## src/rtl/instr_fetch_pkg.sv

```systemverilog
// Shared CPU definitions: fetch FSM encoding, NOP instruction, PC step.
package instr_fetch_pkg;

    typedef enum logic [1:0] {
        ST_IDLE = 2'd0,
        ST_RUN  = 2'd1,
        ST_HALT = 2'd2
    } fetch_state_t;

    // MIPS NOP (sll $0,$0,0) is the all-zero word
    localparam logic [31:0] NOP_INSTR = 32'h0000_0000;

    // Byte distance between consecutive instruction words
    localparam int unsigned PC_INC = 4;

endpackage

```

## src/rtl/instr_fetch_if_id_reg.sv

```systemverilog
// IF/ID pipeline register: PC, valid flag and an instruction hold register.
// The program memory keeps reading while decode is stalled, so the word that
// was on imem_q at the start of a stall is captured and replayed until the
// stall ends.
module if_id_reg
    import instr_fetch_pkg::*;
#(
    parameter int BIT_WIDTH  = 32,
    parameter int ADDR_WIDTH = 32
) (
    input  logic                  clk,
    input  logic                  rst,
    input  logic                  load,
    input  logic                  flush,
    input  logic                  stall,
    input  logic [ADDR_WIDTH-1:0] pc_in,
    input  logic [BIT_WIDTH-1:0]  imem_q,
    output logic [ADDR_WIDTH-1:0] pc_out,
    output logic [BIT_WIDTH-1:0]  instr_out,
    output logic                  valid_out
);

    logic [BIT_WIDTH-1:0] hold_reg;
    logic                 hold_active;
    logic [BIT_WIDTH-1:0] instr_cur;

    // Current instruction: replayed copy during a stall, live memory otherwise
    assign instr_cur = hold_active ? hold_reg : imem_q;
    assign instr_out = valid_out ? instr_cur : BIT_WIDTH'(NOP_INSTR);

    // Flush beats load beats stall capture; capture only once per stall
    always_ff @(posedge clk) begin
        if (!rst) begin
            pc_out      <= '0;
            valid_out   <= 1'b0;
            hold_reg    <= '0;
            hold_active <= 1'b0;
        end else if (flush) begin
            valid_out   <= 1'b0;
            hold_reg    <= '0;
            hold_active <= 1'b0;
        end else if (load) begin
            pc_out      <= pc_in;
            valid_out   <= 1'b1;
            hold_active <= 1'b0;
        end else if (stall && valid_out && !hold_active) begin
            hold_reg    <= instr_cur;
            hold_active <= 1'b1;
        end
    end

endmodule

```

## src/rtl/instr_fetch.sv

```systemverilog
// Instruction fetch stage: fetch PC, IDLE/RUN/HALT sequencing, redirect
// handling and accepted-instruction counter, feeding an IF/ID register.
//
//   state   | meaning
//   --------+-----------------------------------------------------------
//   IDLE    | RESET_PC on imem_addr, nothing valid yet
//   RUN     | fetching; advance, hold on stall, or take a redirect
//   HALT    | halted (halt_req or misaligned target); only reset leaves
module instr_fetch
    import instr_fetch_pkg::*;
#(
    parameter int                    BIT_WIDTH       = 32,
    parameter int                    ADDR_WIDTH      = 32,
    parameter int                    IMEM_ADDR_WIDTH = 6,
    parameter logic [ADDR_WIDTH-1:0] RESET_PC        = '0
) (
    input  logic                       clk,
    input  logic                       rst,
    input  logic                       stall,
    input  logic                       redirect,
    input  logic [ADDR_WIDTH-1:0]      redirect_pc,
    input  logic                       halt_req,
    output logic [IMEM_ADDR_WIDTH-1:0] imem_addr,
    input  logic [BIT_WIDTH-1:0]       imem_q,
    output logic [BIT_WIDTH-1:0]       instr_out,
    output logic [ADDR_WIDTH-1:0]      pc_out,
    output logic [ADDR_WIDTH-1:0]      pc_plus4_out,
    output logic                       valid_out,
    output logic                       misalign,
    output logic [31:0]                fetch_count
);

    fetch_state_t          state;
    logic [ADDR_WIDTH-1:0] pc_f;
    logic [ADDR_WIDTH-1:0] pc_f_next_seq;
    logic                  redirect_bad;
    logic                  reg_load;
    logic                  reg_flush;
    logic                  unused_pc_bits;

    assign imem_addr      = pc_f[IMEM_ADDR_WIDTH+1:2];
    assign unused_pc_bits = ^{pc_f[ADDR_WIDTH-1:IMEM_ADDR_WIDTH+2], pc_f[1:0]};
    assign pc_f_next_seq  = pc_f + ADDR_WIDTH'(PC_INC);
    assign pc_plus4_out   = pc_out + ADDR_WIDTH'(PC_INC);
    assign redirect_bad   = (redirect_pc[1:0] != 2'b00);

    // IF/ID register control: IDLE issues the first fetch; redirect or halt
    // flushes the slot; a stall simply holds it
    always_comb begin
        reg_load  = 1'b0;
        reg_flush = 1'b0;
        case (state)
            ST_IDLE: reg_load = 1'b1;
            ST_RUN: begin
                if (redirect || halt_req) begin
                    reg_flush = 1'b1;
                end else if (!stall) begin
                    reg_load = 1'b1;
                end
            end
            default: reg_flush = 1'b1;
        endcase
    end

    // Fetch FSM, fetch PC, sticky misalign flag and accepted-instruction count
    always_ff @(posedge clk) begin
        if (!rst) begin
            state       <= ST_IDLE;
            pc_f        <= RESET_PC;
            misalign    <= 1'b0;
            fetch_count <= '0;
        end else begin
            if (valid_out && !stall && !redirect) begin
                fetch_count <= fetch_count + 32'd1;
            end
            case (state)
                ST_IDLE: begin
                    state <= ST_RUN;
                    pc_f  <= pc_f_next_seq;
                end
                ST_RUN: begin
                    if (redirect) begin
                        if (redirect_bad) begin
                            misalign <= 1'b1;
                            state    <= ST_HALT;
                        end else begin
                            pc_f <= redirect_pc;
                            if (halt_req) begin
                                state <= ST_HALT;
                            end
                        end
                    end else if (halt_req) begin
                        state <= ST_HALT;
                    end else if (!stall) begin
                        pc_f <= pc_f_next_seq;
                    end
                end
                default: state <= ST_HALT;
            endcase
        end
    end

    if_id_reg #(
        .BIT_WIDTH (BIT_WIDTH),
        .ADDR_WIDTH(ADDR_WIDTH)
    ) u_if_id_reg (
        .clk      (clk),
        .rst      (rst),
        .load     (reg_load),
        .flush    (reg_flush),
        .stall    (stall),
        .pc_in    (pc_f),
        .imem_q   (imem_q),
        .pc_out   (pc_out),
        .instr_out(instr_out),
        .valid_out(valid_out)
    );

endmodule
```

## config.mk

```make
export PLATFORM = sky130hd
export DESIGN_NAME = instr_fetch
export DESIGN_NICKNAME = d
export VERILOG_FILES = /design/src/rtl/instr_fetch_pkg.sv /design/src/rtl/instr_fetch_if_id_reg.sv /design/src/rtl/instr_fetch.sv
export SDC_FILE = /design/constraint.sdc
export NUM_CORES = 1
export LEC_CHECK = 0
export BUFFER_PORTS_ARGS = -buffer_cell sky130_fd_sc_hd__buf_2
export CORE_UTILIZATION = 45
export DETAILED_ROUTE_END_ITERATION = 8
export PLACE_DENSITY = 0.77
export SYNTH_ARGS = -nofsm -noshare
export SYNTH_HDL_FRONTEND = slang
export SYNTH_SLANG_ARGS = --single-unit
```

## constraint.sdc

```tcl
create_clock -name clk -period 2.2 [get_ports clk]
set_input_delay 0.44 -clock clk [delete_from_list [all_inputs] [get_ports clk]]
set_output_delay 0.44 -clock clk [all_outputs]
set_load 0.1 [all_outputs]
```

==> impl_metrics.tcl <==
set metrics [dict create \
    ys_types 67 \
    power_density_nw_per_um2 634 \
    initial_core_util_pct 46.2 \
    fmax_ghz 0.400 \
    synth_area_um2 7360 \
    grt_pass1_vias 7230 \
    clock-skew-final_ns 0.00656 \
    grt_max_degree 50 \
    maxCapViolCount 0 \
    arrival_ns 2.06 \
    synthArstFlopShare_pct 0 \
    post_synth.cell_area_avg_um2 7.82 \
    syn_nets 1014 \
    drt-pass1-iter-count 5 \
    grt_pass1_wl_um 35200 \
    vias 7803 \
    worst_slack_ns -0.301 \
    crit_chain "ha_4, and3_4, nand4_1, buf_6, nor3_4, xor2_4, buf_12" \
    relSlewSlack_pct 66.3 \
    ys_seq_area_share_pct 36.2 \
    antenna_left 0 \
    rrSetupSlack_ns 0.24 \
    h-tree-depth 4 \
    stdcell_area_um2 11400 \
    routed_wl_um 22000 \
    drc 0 \
    grt_overflow 0 \
    drt_iter0_markers 378 \
    via_per_inst 5.60 \
    leakagePower_nw 4.49 \
    period_share_pct 114 \
    yosys_warnings 0 \
    synthFlopType "dfxtp_1" \
    gp_congestion 0.880 \
    ctsHoldBuffers 0 \
    hold_viol 0 \
    pre_cts_slack_ns 0.0211 \
    r2r_start "pc_f[2]" \
    power.total_mw 7.23 \
    clk-insertion-delay-late_ns 0.42 \
    combPwrFrac_pct 28.5 \
    ys_seq_elements 133 \
    antenna_found_initial 3 \
    grt_usage_pct 26.4 \
    ir_drop_mv 0.432 \
    wl_per_cell_um 15.8 \
    coreArea_um2 15900 \
    start_kind "register" \
    fin_crit_ns 2.50 \
    rows 46 \
    whs_path_depth 3 \
    r2r-end "pc_f[26]" \
    switching_share_pct 35.2 \
    syn2layout_area_growth_pct 55.0 \
    finalSetupViolCount 22 \
    min_from "imem_q[26]" \
    final_cell_mix "nand2_1, buf_2, a21oi_1" \
    cts-root-buf "clkbuf_16" \
    io_buffer_count 204 \
    worst-path-max-fanout 9 \
    slew_viol_final 0 \
    die_x_um 130 \
    violations "negative setup slack" \
    die_h_um 130 \
    crit_type "register to output pin" \
    slowest_stage "dfxtp_4" \
    drive_gt1_share_pct 39.5 \
    pwr-share-seq_pct 36.2 \
    cts_sinks 133 \
    cts_tree "done" \
    slowest_delay_ns 0.36 \
    synth_cells 942 \
    cp-end-kind "output pin" \
    hpwl_um 15800 \
    p_sw_mw 2.55 \
    p_clk_share_pct 35.3 \
    ff2ff_path_depth 5 \
    synth_edf_count 0 \
    whs_endpoint "u_if_id_reg.hold_reg[26]" \
    clk_path_buf_depth 2 \
    status "finished, violations left" \
    p_int_mw 4.69 \
    placed_area_um2 10600 \
    clk_pin_slew_ns 0.06 \
    cp.required_ns 1.76 \
    hold_path.class "primary input to register" \
    worst_slew_pin_slew_ns 0.509 \
    grt_setup_unrepaired "true" \
    die_area_um2 16900 \
    ios 205 \
    final_common_cell "nand2_1" \
    cts_buffers 17 \
    num_antenna_cells 0 \
    finalNetCount 1236 \
]
## worst max-delay path: cells and delay by family, from the launching register on
family | cells | cell delay [ns]
simple gates | 3 | 0.58
buf+inv | 2 | 0.37
flops | 1 | 0.36
xor+xnor | 1 | 0.19
fa+ha+maj | 1 | 0.13
## per-stage QoR
stage | instances | util (%) | TNS [ns] | hold slack (ns)
floorplan | 942 | - | -12.94 | 0.427
global placement | 1346 | 66.4 | 0 | 0.438
detailed placement | 1346 | 66.4 | 0 | 0.446
CTS | 1389 | 71.1 | -4.83 | 0.251
global route | 1393 | 71.6 | -6.02 | 0.261
finish | 1393 | 71.6 | -4.17 | 0.266
## cell usage after synthesis, drive strengths merged (13+ instances only)
cell type	instances	area (um2)
a21oi	96	480
and2	14	87.6
and3	16	101
and4	14	123
buf	21	161
clkbuf	52	198
dfxtp	133	2660
inv	13	48.8
mux2i	41	410
nand2	179	672
nand3	33	193
nand4	32	206
nor2	41	154
nor2b	33	206
nor3	21	105
nor4	14	87.6
o21ai	22	110
o31ai	15	113
or4	19	146
xnor2	15	131
xor2	23	201
## final cells by class
cell class	count	area [um2]
fillers	1208	4530
repair buffers	277	2550
flip-flops and latches	133	2790
multi-input cells	722	5220
clock inverters	10	57.6
inverters	13	48.8
well taps	216	270
clock buffers	22	474
## power groups by stage
stage | registers [mW] | logic, mW | clock network (mW)
after detailed placement | 2.67 | 2.04 | 0
after CTS | 2.62 | 2.06 | 2.60
after global placement | 2.67 | 2.02 | 0
after floorplan | 2.85 | 1.25 | 0
final | 2.62 | 2.06 | 2.55
after global routing | 2.63 | 2.16 | 2.71
## how the worst max path moves through the flow
| stage | start | to | slack, ns | cells past startpoint |
|---|---|---|---|---|
| after floorplan | u_if_id_reg.pc_out[2] | pc_plus4_out[24] | -0.81 | 6 |
| after global placement | u_if_id_reg.pc_out[7] | pc_plus4_out[31] | 0.06 | 6 |
| after detailed placement | u_if_id_reg.pc_out[7] | pc_plus4_out[31] | 0.02 | 6 |
| after CTS | u_if_id_reg.pc_out[3] | pc_plus4_out[30] | -0.34 | 7 |
| after global routing | u_if_id_reg.pc_out[2] | pc_plus4_out[28] | -0.39 | 8 |
| final | u_if_id_reg.pc_out[3] | pc_plus4_out[30] | -0.30 | 7 |
## cells by family (layout without fill, tap and decap cells)
group / count (synthesis) / count (layout) / synth area share (%)
adder cells (fa/ha/maj): 3 / 3 / 0.510
multiplexers: 42 / 42 / 5.73
buffers and inverters: 87 / 322 / 5.66
XOR/XNOR: 38 / 38 / 4.52
flip-flops: 133 / 133 / 36.2
AO/OA/AOI/OAI: 198 / 198 / 16.5
AND/OR/NAND/NOR: 441 / 441 / 30.9
## routing by layer
layer | wire (um) | track usage, % | vias up | part of all wire [%]
met2 | 10700 | 44.6 | 271 | 49
met5 | 24 | 0 | - | 0.11
li1 | - | - | 3811 | -
met1 | 9370 | 32.0 | 3685 | 43
met3 | 1530 | 7.30 | 32 | 6.9
met4 | 379 | 10.1 | 4 | 1.7
## what timing repair did
action	4_1_cts	5_1_grt
pin swaps	8	5
gates cloned	0	0
hold endpoints to repair	0	0
resized for setup	32	12
setup buffers	11	4
setup endpoints to repair	26	46
(Power assumes the default switching activity.)
